$ cat src/rtl/result_pkg.sv
// -----------------------------------------------------------------------------
// result_pkg
//   Shared defaults and helper functions for the result packing stage.
//   Contents:
//     W_DEFAULT      default packed word width
//     DEPTH_DEFAULT  default FIFO depth (power of two)
//     clog2()        ceiling log2 for sizing pointers and counters
//     even_parity()  XOR reduction used for the optional per-entry parity bit
// -----------------------------------------------------------------------------
package result_pkg;

    localparam int W_DEFAULT     = 8;
    localparam int DEPTH_DEFAULT = 4;

    // Ceiling log2; clog2(1) = 0, clog2(2) = 1, clog2(5) = 3.
    function automatic int clog2(input int value);
        int res;
        int v;
        res = 0;
        v   = value - 1;
        while (v > 0) begin
            res = res + 1;
            v   = v >> 1;
        end
        return res;
    endfunction

    // Even parity over up to 64 data bits; zero-extension leaves the XOR unchanged.
    function automatic logic even_parity(input logic [63:0] data);
        return ^data;
    endfunction

endpackage

$ cat src/rtl/result_fifo.sv
// -----------------------------------------------------------------------------
// result_fifo
//   Synchronous single-clock FIFO. Pointers carry one extra wrap bit so that
//   full and empty are told apart by comparing the pointers alone.
//   A push while full is accepted only if a pop happens on the same edge.
// Ports:
//   clk        system clock
//   rst        synchronous active-high reset (clears pointers and storage)
//   push       write request, push_data is the word to store
//   pop        read request, ignored while empty
//   pop_data   head word, zero while empty
//   full       DEPTH entries held
//   empty      no entries held
//   count      occupancy 0..DEPTH
// -----------------------------------------------------------------------------
module result_fifo
    import result_pkg::*;
#(
    parameter int W     = W_DEFAULT,
    parameter int DEPTH = DEPTH_DEFAULT
) (
    input  logic                     clk,
    input  logic                     rst,
    input  logic                     push,
    input  logic [W-1:0]             push_data,
    input  logic                     pop,
    output logic [W-1:0]             pop_data,
    output logic                     full,
    output logic                     empty,
    output logic [clog2(DEPTH):0]    count
);

    localparam int AW = clog2(DEPTH);

    logic [W-1:0] mem_r [DEPTH];
    logic [AW:0]  wr_ptr_r;
    logic [AW:0]  rd_ptr_r;
    logic         full_s;
    logic         empty_s;
    logic         pop_ok_s;
    logic         push_ok_s;

    assign empty_s   = (wr_ptr_r == rd_ptr_r);
    assign full_s    = (wr_ptr_r[AW] != rd_ptr_r[AW]) &&
                       (wr_ptr_r[AW-1:0] == rd_ptr_r[AW-1:0]);
    assign pop_ok_s  = pop && !empty_s;
    // When full, the slot being written is the one being read out this edge.
    assign push_ok_s = push && (!full_s || pop_ok_s);

    assign full     = full_s;
    assign empty    = empty_s;
    assign count    = wr_ptr_r - rd_ptr_r;
    assign pop_data = empty_s ? '0 : mem_r[rd_ptr_r[AW-1:0]];

    // Pointer and storage update.
    always_ff @(posedge clk) begin
        if (rst) begin
            wr_ptr_r <= '0;
            rd_ptr_r <= '0;
            for (int i = 0; i < DEPTH; i++) begin
                mem_r[i] <= '0;
            end
        end else begin
            if (push_ok_s) begin
                mem_r[wr_ptr_r[AW-1:0]] <= push_data;
                wr_ptr_r                <= wr_ptr_r + (AW+1)'(1);
            end
            if (pop_ok_s) begin
                rd_ptr_r <= rd_ptr_r + (AW+1)'(1);
            end
        end
    end

endmodule

$ cat src/rtl/result_packer.sv
// -----------------------------------------------------------------------------
// result_packer
//   Collects result bits strobed by the instruction control unit, packs them
//   MSB-first into W-bit words and queues completed words in a DEPTH-entry
//   FIFO drained over a valid/ready handshake. A flush pushes a partial word
//   right-aligned. A word that finds the FIFO full (with no pop that edge) is
//   dropped and the sticky overflow flag is set.
// Configuration:
//   RESULT_PARITY_EN  when defined, each entry stores an even-parity bit and
//                     the out_parity port presents it for the head word.
// Ports:
//   clk        system clock
//   rst        synchronous active-high reset, priority over all inputs
//   write      result strobe
//   result     result bit, sampled when write=1
//   flush      push the partial word now
//   out_ready  consumer ready
//   out_valid  FIFO head valid
//   out_data   FIFO head word
//   out_parity even parity of out_data (RESULT_PARITY_EN only)
//   out_count  FIFO occupancy 0..DEPTH
//   overflow   sticky: a word was dropped
// -----------------------------------------------------------------------------
module result_packer
    import result_pkg::*;
#(
    parameter int W     = W_DEFAULT,
    parameter int DEPTH = DEPTH_DEFAULT
) (
    input  logic                  clk,
    input  logic                  rst,
    input  logic                  write,
    input  logic                  result,
    input  logic                  flush,
    input  logic                  out_ready,
    output logic                  out_valid,
    output logic [W-1:0]          out_data,
    output logic [clog2(DEPTH):0] out_count,
`ifdef RESULT_PARITY_EN
    output logic                  out_parity,
`endif
    output logic                  overflow
);

    localparam int             BCW       = clog2(W);
    localparam logic [BCW-1:0] BCNT_LAST = BCW'(W - 1);
`ifdef RESULT_PARITY_EN
    localparam int             FW        = W + 1;
`else
    localparam int             FW        = W;
`endif

    logic [W-1:0]   sreg_r;
    logic [BCW-1:0] bcnt_r;
    logic           overflow_r;

    logic [W-1:0]   sreg_nxt_s;
    logic [BCW-1:0] bcnt_nxt_s;
    logic           push_s;
    logic [W-1:0]   push_word_s;
    logic [FW-1:0]  fifo_in_s;
    logic [FW-1:0]  fifo_out_s;
    logic           full_s;
    logic           empty_s;
    logic           pop_s;
    logic           drop_s;

    // Next shift-register state and push request from write and flush.
    always_comb begin
        sreg_nxt_s  = sreg_r;
        bcnt_nxt_s  = bcnt_r;
        push_s      = 1'b0;
        push_word_s = '0;
        if (write) begin
            if (bcnt_r == BCNT_LAST) begin
                push_s      = 1'b1;
                push_word_s = {sreg_r[W-2:0], result};
                sreg_nxt_s  = '0;
                bcnt_nxt_s  = '0;
            end else begin
                sreg_nxt_s  = {sreg_r[W-2:0], result};
                bcnt_nxt_s  = bcnt_r + BCW'(1);
            end
        end else begin
            sreg_nxt_s = sreg_r;
            bcnt_nxt_s = bcnt_r;
        end
        // Bits above bcnt are always zero, so the partial word is already
        // right-aligned. A completing write has pushed already: no second push.
        if (flush && !push_s && (bcnt_nxt_s != '0)) begin
            push_s      = 1'b1;
            push_word_s = sreg_nxt_s;
            sreg_nxt_s  = '0;
            bcnt_nxt_s  = '0;
        end else begin
            push_word_s = push_word_s;
        end
    end

`ifdef RESULT_PARITY_EN
    assign fifo_in_s  = {even_parity(64'(push_word_s)), push_word_s};
    assign out_parity = fifo_out_s[W];
`else
    assign fifo_in_s  = push_word_s;
`endif

    assign pop_s  = !empty_s && out_ready;
    assign drop_s = push_s && full_s && !pop_s;

    // Packing state and sticky overflow flag.
    always_ff @(posedge clk) begin
        if (rst) begin
            sreg_r     <= '0;
            bcnt_r     <= '0;
            overflow_r <= 1'b0;
        end else begin
            sreg_r     <= sreg_nxt_s;
            bcnt_r     <= bcnt_nxt_s;
            overflow_r <= overflow_r | drop_s;
        end
    end

    result_fifo #(
        .W     (FW),
        .DEPTH (DEPTH)
    ) u_fifo (
        .clk       (clk),
        .rst       (rst),
        .push      (push_s),
        .push_data (fifo_in_s),
        .pop       (pop_s),
        .pop_data  (fifo_out_s),
        .full      (full_s),
        .empty     (empty_s),
        .count     (out_count)
    );

    assign out_valid = !empty_s;
    assign out_data  = fifo_out_s[W-1:0];
    assign overflow  = overflow_r;

endmodule

$ cat config.mk
export PLATFORM = sky130hd
export DESIGN_NAME = result_packer
export DESIGN_NICKNAME = d
export VERILOG_FILES = /design/src/rtl/result_pkg.sv /design/src/rtl/result_fifo.sv /design/src/rtl/result_packer.sv
export SDC_FILE = /design/constraint.sdc
export NUM_CORES = 1
export LEC_CHECK = 0
export ABC_AREA = 1
export CORE_UTILIZATION = 45
export DETAILED_ROUTE_END_ITERATION = 10
export SLEW_MARGIN = 20
export SYNTH_ARGS = -nofsm -noshare
export SYNTH_HDL_FRONTEND = slang
export SYNTH_SLANG_ARGS = --single-unit
$ cat constraint.sdc
create_clock -name clk -period 5.5 [get_ports clk]
set_input_delay 1.65 -clock clk [delete_from_list [all_inputs] [get_ports clk]]
set_output_delay 1.65 -clock clk [all_outputs]
set_load 0.005 [all_outputs]
==> results of run 1 <==
-- critical path, stage by stage (launching register included) --
cell	delay, ps
dfxtp_1	660
inv_1	340
ha_1	430
nand2_1	70
nor2_2	420
a21oi_1	80
clkdlybuf4s50_1	470
-- path summary, 6_finish.rpt --
path,start,end,depth (start not counted)
setup / recovery,u_fifo.wr_ptr_r[0],out_data[4],6
hold / removal,overflow,overflow,2
setup reg to reg,u_fifo.wr_ptr_r[0],u_fifo.mem_r[3][1],6
hold reg to reg,overflow,overflow,2
-- kinds of logic (layout without fill, tap and decap cells) --
group / after synthesis / count (layout) / share of synthesized area
flip-flops: 52 / 52 / 0.5018
XOR/XNOR: 3 / 3 / 0.01246
AO/OA/AOI/OAI: 54 / 54 / 0.1033
adder cells (fa/ha/maj): 7 / 7 / 0.03505
AND/OR/NAND/NOR: 118 / 118 / 0.2588
buffers and inverters: 57 / 73 / 0.08856
-- cells in the final DEF, fill, tap and decap left out --
cell,Yosys,layout
ha_1,6,6
edfxtp_1,32,32
inv_2,2,2
nand3_1,12,12
nor3_2,18,18
a21oi_1,15,15
nand2_8,3,3
nor2_2,2,2
clkbuf_8,0,5
buf_4,0,3
nand2_4,1,1
nor2_1,51,51
o21ai_0,30,30
nand2_1,13,13
nand4_1,1,1
xor2_2,1,1
nand2_2,6,6
and2_1,1,1
clkinvlp_4,0,1
o21ai_1,1,1
inv_1,42,42
o22ai_1,8,8
nand4_2,2,2
clkdlybuf4s50_1,0,18
dfxtp_1,20,20
nor2_4,1,1
xor2_1,2,2
fa_1,1,1
clkinv_2,0,1
nand4_4,1,1
nor3_1,6,6
clkbuf_1,4,1
-- per-stage QoR --
stage          setup WS (ps)  hold WS, ps
5_1_grt                909.5        509.1
4_1_cts                 1053        492.0
6_report                1080        486.4
3_3_place_gp           962.1        460.5
3_5_place_dp           856.9        461.9
2_1_floorplan           2136        463.0
-- report_power, final --
part           leakage, nW  internal [W]  switching [W]
Clock               0.0412     0.0000891       0.000118
Sequential           0.494      0.000439      0.0000285
Combinational        0.521      0.000113       0.000133
Total                 1.06      0.000641       0.000280
-- flip-flops by register name, summed over array words and instances (netlist names), named ones only --
name	flops
bcnt_r	3
overflow	1
sreg_r	8
u_fifo.mem_r	32
u_fifo.rd_ptr_r	3
u_fifo.wr_ptr_r	3
-- cell type report --
cell class                 instances  share of cell area
tap                               72             0.02988
multi-input combinational        182              0.3685
sequential                        52              0.4515
clock inverter                     2            0.004149
inverter                          44             0.05477
clock buffer                       6             0.02407
timing repair buffer              21             0.06722
-- routing by layer --
layer,GRT usage,part of all wire,vias to the layer above
met2,0.2735,0.46,25
met1,0.2531,0.50,856
met4,0.04909,0.0090,0
met5,0,0,-
met3,0.03086,0.031,4
li1,-,-,995
==> impl_metrics.csv, run 1 <==
group,metric,value,unit
pwr,power.leakage,1.057,nW
place,placed_area,2930,um2
drt,antenna_left,0,
sta,hold_viol_final,0,
cells_and_area,fillers,526,
critical_path,cp_max_fo,12,
die,start_util,0.4808,
cells_and_area,stdcell_count,379,
die,dieArea,6343,um2
place,place_inst,371,
global_routing,grt_use_total,0.1768,
cts,h-tree-depth,2,
logic_synthesis,synth_area,2713,um2
cts,numCtsBuffers,5,
cells_and_area,n_antenna_cell,0,
sta,max-slew-margin-rel,0.5842,
pwr,peakVddDrop,151.5,uV
sta,rsz0062_at_grt,"false",
critical_path,endpoint_kind,"output port",
place,numPortBuffers,18,
global_routing,grt_pass1_vias,1724,
run,cap_violations,0,
place,hpwl,3917,um
place,place.gp.congestion,0.8400,
sta,tightest_slew,621.5,ps
logic_synthesis,yosysWarningCount,0,
cells_and_area,final_nets,319,
run_status,status,"finished, final reports clean",
sta,fmax,226.2,MHz
cts,cts_num_sinks,52,
cts,cts-resized-gates,0,
drt,via_per_inst,4.960,
drt,drt_iter0_drc,121,
critical_path,required,3850,ps
worst_hold_path,hp-class,"reg -> reg",
die,core_area,5642,um2
logic_synthesis,ys_seq_area_frac,0.5018,
sta,final.period_utilization,0.8036,
cells_and_area,layout-drive-gt1-share,0.1531,
logic_synthesis,ys.flop_type,"edfxtp_1",
logic_synthesis,avgSynthCellArea,9.322,um2
global_routing,grt_max_degree,20,
die,die_h,79.64,um
logic_synthesis,async_reset_ff_frac,0,
sta,setup_viol,0,
logic_synthesis,syn_inst,291,
global_routing,antenna_found_initial,0,
cts,cts_hold_buf,0,
global_routing,grt_pass1_wl,8424,um
cts,cts_setup_buffers,0,
critical_path,ff2ff_setup_slack,2560,ps
pwr,power.total,0.0009214,W
drt,dr_total_vias,1880,
sta,period_needed,4420,ps
critical_path,cp-start-kind,"flop",
logic_synthesis,synth_nets,304,
cts,clk_pin_slew_worst_paths,90,ps
drt,wl_per_cell,13.56,um
logic_synthesis,synthMostInstantiatedCell,"nor2_1",
cells_and_area,fin_util,0.5345,
critical_path,critPathArrivalTime,2770,ps
global_routing,grt-ovfl-total,0,
logic_synthesis,synth-seq-cells,52,
cells_and_area,regArea,1361,um2
cells_and_area,area_growth,11.16,%
critical_path,crit_type,"reg -> out",
sta,finalClockSkew,7.178,ps
drt,wl,5139,um
sta,final_max_slew_viol_count,0,
logic_synthesis,synth_edf_count,32,
logic_synthesis,ys_top_cells_by_area,"edfxtp_1 35%, dfxtp_1 15%, nor2_1 7.1%",
sta,fin_tns_setup,0,ps
die,die_w,79.64,um
logic_synthesis,synth_top_cell_by_area,"edfxtp_1",
drt,route.detailed.drc,0,
cts,cts_root_buf,"clkbuf_8",
drt,firstDrtPassIters,4,
cells_and_area,multi_input_area,1111,um2
logic_synthesis,synth.top_cell.area_share,0.3542,
die,top_level_ports,19,
logic_synthesis,synthTopCellsByCount,"51 x nor2_1, 42 x inv_1, 32 x edfxtp_1, 30 x o21ai_0, 20 x dfxtp_1",
cells_and_area,design_area,3015,um2
logic_synthesis,synth_cell_type_count,30,
cts,cts_tree,"done",
cts,cts_buffer_depth,2,
die,rows,27,
cts,clock_latency,300,ps
pwr,power.density,305.6,nW/um2
Note: power is estimated with default switching activity, not from simulation.
==> run 2: changes to the inputs <==
Settings changed: PLACE_DENSITY set to 0.66.
Clock period 5.5 ns to 3.6 ns, I/O delays scaled along.
==> impl_metrics.csv, run 2 (synthesis gave the netlist of run 1 again) <==
group,metric,value,unit
sta,rsz0062_at_grt,"false",
critical_path,crit_type,"reg -> out",
cts,cts_num_sinks,52,
cells_and_area,final_common_cell,"nor2_1",
drt,dr_total_vias,1955,
cts,clk_pin_slew_worst_paths,90,ps
cells_and_area,layout-drive-gt1-share,0.1714,
pwr,peakVddDrop,354.6,uV
place,hpwl,3663,um
sta,period_needed,3228,ps
critical_path,required,2520,ps
cts,cts_tree,"done",
worst_hold_path,whs_endpoint,"overflow",
sta,fin_tns_setup,0,ps
cts,h-tree-depth,2,
cells_and_area,area_growth,13.24,%
drt,antenna_left,0,
global_routing,grt_pass1_vias,1864,
cts,cts-resized-gates,0,
drt,firstDrtPassIters,4,
sta,max-slew-margin-rel,0.6608,
cells_and_area,most-common-layout-cells,"51 x nor2_1, 42 x inv_1, 32 x edfxtp_1",
critical_path,cp_max_fo,10,
cts,numCtsBuffers,5,
cells_and_area,largest_register_ff_count,32,
global_routing,grt_use_total,0.1787,
cts,cts_setup_buffers,0,
critical_path,cp-start-kind,"flop",
sta,fmax,309.8,MHz
global_routing,grt-ovfl-total,0,
critical_path,ff2ff_path_depth,9,
die,rows,27,
sta,setup_viol,0,
global_routing,grt_max_degree,17,
pwr,power.leakage,1.095,nW
global_routing,antenna_found_initial,0,
drt,via_per_inst,5.052,
die,dieArea,6343,um2
pwr,power.density,461.7,nW/um2
drt,drt_iter0_drc,60,
global_routing,grt_pass1_wl,8611,um
critical_path,ff2ff_setup_slack,1370,ps
die,die_h,79.64,um
cts,cts_buffer_depth,2,
die,top_level_ports,19,
run,cap_violations,0,
sta,tightest_slew,508.2,ps
sta,final_max_slew_viol_count,0,
cells_and_area,regMostFlops,"u_fifo.mem_r",
worst_hold_path,hold_depth,2,
cts,cts_root_buf,"clkbuf_8",
cts,cts_hold_buf,0,
sta,fin_hold_ws,492.4,ps
sta,finalClockSkew,4.374,ps
die,start_util,0.4808,
drt,wl,4973,um
sta,final.period_utilization,0.8967,
die,die_w,79.64,um
place,numPortBuffers,18,
critical_path,timing.rr.start,"bcnt_r[0]",
die,core_area,5642,um2
drt,wl_per_cell,12.85,um
critical_path,endpoint_kind,"output port",
cells_and_area,n_antenna_cell,0,
place,place.gp.congestion,0.7807,
drt,route.detailed.drc,0,
worst_hold_path,hp-class,"reg -> reg",
cells_and_area,largestRegisters,"u_fifo.mem_r (32), sreg_r (8)",
worst_hold_path,min_from,"overflow",
critical_path,worst_r2r_endpoint,"u_fifo.mem_r[2][7]",
run_status,status,"finished, final reports clean",
sta,hold_viol_final,0,
cts,clock_latency,300,ps
cells_and_area,final_nets,327,
critical_path,critPathArrivalTime,2150,ps
==> run 2: routing by layer <==
metal | track usage | vias to the layer above | part of all wire | routed length [um]
li1 | - | 1011 | - | -
met3 | 0.03543 | 10 | 0.040 | 197
met4 | 0.07636 | 0 | 0.025 | 125
met1 | 0.2288 | 894 | 0.47 | 2333
met5 | 0 | - | 0 | 0
met2 | 0.2923 | 40 | 0.47 | 2317
==> run 2: how the worst max path moves through the flow <==
stage	to	start	slack, ps
floorplan	u_fifo.mem_r[0][0]	write	810
global placement	u_fifo.mem_r[2][7]	write	320
detailed placement	u_fifo.mem_r[2][6]	write	270
CTS	out_data[2]	u_fifo.rd_ptr_r[1]	360
global route	out_data[3]	u_fifo.rd_ptr_r[1]	220
finish	out_data[2]	u_fifo.rd_ptr_r[1]	370
==> run 2: through the flow <==
stage	instance area (um2)	utilization	instances	setup slack, ps	total power (W)
floorplan	2713	-	291	806.4	0.0009445
global placement	2990	0.5301	379	319.9	0.001114
detailed placement	2990	0.5301	379	269.3	0.001118
CTS	3072	0.5445	387	357.1	0.001426
global route	3072	0.5445	387	221.7	0.001500
finish	3072	0.5445	387	371.8	0.001418
==> run 2: final cells by class <==
| cell class | instances | area (um2) |
|---|---|---|
| Tap cell | 72 | 90.09 |
| Timing Repair Buffer | 29 | 262.8 |
| Fill cell | 514 | 2570 |
| Clock inverter | 1 | 5.005 |
| Multi-Input combinational cell | 182 | 1111 |
| Clock buffer | 7 | 76.32 |
| Sequential cell | 52 | 1361 |
| Inverter | 44 | 165.2 |
==> run 2: critical path, stage by stage, from the launching register on <==
cell             delay [ps]
dfxtp_1                 400
inv_1                    90
ha_1                    310
nand2_1                  60
nor2_2                  420
a21oi_1                 110
clkdlybuf4s50_1         470
==> run 2: power breakdown <==
part | switching, W | leakage [nW] | internal, W
Clock | 0.000178 | 0.0422 | 0.000137
Sequential | 0.0000296 | 0.494 | 0.000671
Combinational | 0.000220 | 0.558 | 0.000184
==> run 3: changes to the inputs <==
Settings changed: CTS_BUF_LIST set to sky130_fd_sc_hd__clkbuf_4 sky130_fd_sc_hd__clkbuf_8.
==> impl_metrics.csv, run 3 (synthesis gave the netlist of run 1 again) <==
group,metric,value,unit
worst_hold_path,hp-class,"reg -> reg",
global_routing,grt-ovfl-total,0,
cts,clock_latency,300,ps
critical_path,ff2ff_path_depth,9,
die,die_h,79.64,um
pwr,power.total,0.001435,W
critical_path,startpoint,"u_fifo.rd_ptr_r[1]",
cells_and_area,final_common_cell,"nor2_1",
sta,final_max_slew_viol_count,0,
sta,period_needed,3235,ps
sta,tightest_slew,505.5,ps
critical_path,cp_slowest_stage_delay,470,ps
cts,cts_buffer_depth,2,
critical_path,worst_r2r_endpoint,"u_fifo.mem_r[2][7]",
sta,setup_viol,0,
critical_path,cp-endpoint,"out_data[2]",
drt,wl_per_cell,12.94,um
place,place.gp.congestion,0.7807,
run_status,status,"finished, final reports clean",
cts,cts_root_buf,"clkbuf_8",
critical_path,crit_type,"reg -> out",
cts,clk_pin_slew_worst_paths,90,ps
cells_and_area,most-common-layout-cells,"51 x nor2_1, 42 x inv_1, 32 x edfxtp_1",
critical_path,critPathArrivalTime,2160,ps
die,die_w,79.64,um
global_routing,grt_use_total,0.1795,
sta,rsz0062_at_grt,"false",
drt,via_per_inst,5.031,
sta,hold_viol_final,0,
drt,route.detailed.drc,0,
drt,antenna_left,0,
die,dieArea,6343,um2
cts,cts_tree,"done",
global_routing,grt_pass1_wl,8631,um
sta,fin_tns_setup,0,ps
global_routing,grt_max_degree,17,
critical_path,required,2520,ps
critical_path,crit_slowest_cell,"clkdlybuf4s50_1",
cells_and_area,n_antenna_cell,0,
die,start_util,0.4808,
place,numPortBuffers,18,
cts,h-tree-depth,2,
cells_and_area,final_nets,327,
cts,cts_hold_buf,0,
pwr,power.density,466.0,nW/um2
cells_and_area,regMostFlops,"u_fifo.mem_r",
worst_hold_path,min_from,"overflow",
pwr,power.leakage,1.102,nW
critical_path,cp_max_fo,10,
cells_and_area,largestRegisters,"u_fifo.mem_r (32), sreg_r (8)",
cells_and_area,layout-drive-gt1-share,0.1778,
drt,dr_total_vias,1947,
cts,cts-resized-gates,0,
cells_and_area,area_growth,13.51,%
place,hpwl,3663,um
sta,finalClockSkew,3.676,ps
global_routing,antenna_found_initial,0,
critical_path,cp_cell_sequence,"inv_1, ha_1, nand2_1, nor2_2, a21oi_1, clkdlybuf4s50_1",
drt,drt_iter0_drc,72,
die,core_area,5642,um2
sta,max-slew-margin-rel,0.6626,
critical_path,timing.rr.start,"bcnt_r[0]",
die,top_level_ports,19,
cts,numCtsBuffers,5,
drt,firstDrtPassIters,4,
cells_and_area,fillers,513,
cells_and_area,largest_register_ff_count,32,
sta,final.period_utilization,0.8987,
critical_path,cp-start-kind,"flop",
cts,cts_setup_buffers,0,
pwr,peakVddDrop,358.8,uV
global_routing,grt_pass1_vias,1869,
die,rows,27,
critical_path,ff2ff_setup_slack,1370,ps
run,cap_violations,0,
cts,cts_num_sinks,52,
sta,fmax,309.1,MHz
critical_path,endpoint_kind,"output port",
drt,wl,5006,um
## run 3: cell counts in the layout (fill, tap and decap cells not counted)
Identical to the previous run, type by type.
## run 3: stage by stage
stage          std cells  utilization  cell area (um2)  setup slack (ps)  hold WS (ps)
3_5_place_dp         379       0.5301             2990             269.3         472.3
2_1_floorplan        291            -             2713             806.4         463.0
3_3_place_gp         379       0.5301             2990             319.9         460.3
6_report             387       0.5458             3079             364.8         492.4
4_1_cts              387       0.5458             3079             357.1         499.3
5_1_grt              387       0.5458             3079             221.7         544.8
## run 3: per-layer routing
metal,up-vias,wire [um],GRT usage
li1,1011,-,-
met1,884,2322,0.2266
met2,42,2368,0.2974
met3,10,189,0.03543
met4,0,125,0.07636
met5,-,0,0
## run 3: worst min-delay path by stage
stage / cells after the start / slack, ps / endpoint
4_1_cts: 2 / 500 / overflow
5_1_grt: 1 / 540 / u_fifo.rd_ptr_r[0]
3_5_place_dp: 2 / 470 / overflow
3_3_place_gp: 2 / 460 / overflow
6_report: 2 / 490 / overflow
2_1_floorplan: 1 / 460 / flop
## run 3: worst max-delay path, delay by kind of cell (launching register included)
family	cells	cell delay, ps
buffers and inverters	2	560
adders and majority gates	1	310
AOI/OAI and AO/OA	1	110
and+or+nand+nor	2	480
DFF	1	400
## run 3: area by class of cell
class                           count  area, um2  share of cell area
Inverter                           44      165.2             0.05364
Timing Repair Buffer               29      262.8             0.08533
Clock buffer                        7      83.83             0.02722
Multi-Input combinational cell    182       1111              0.3608
Tap cell                           72      90.09             0.02926
Sequential cell                    52       1361              0.4421
Clock inverter                      1      5.005            0.001625
## run 3: report_power, final
| part | switching, W | total [W] | internal, W |
|---|---|---|---|
| Sequential | 0.0000296 | 0.000700 | 0.000671 |
| Clock | 0.000180 | 0.000332 | 0.000152 |
| Combinational | 0.000219 | 0.000403 | 0.000184 |
| Total | 0.000429 | 0.00143 | 0.00101 |
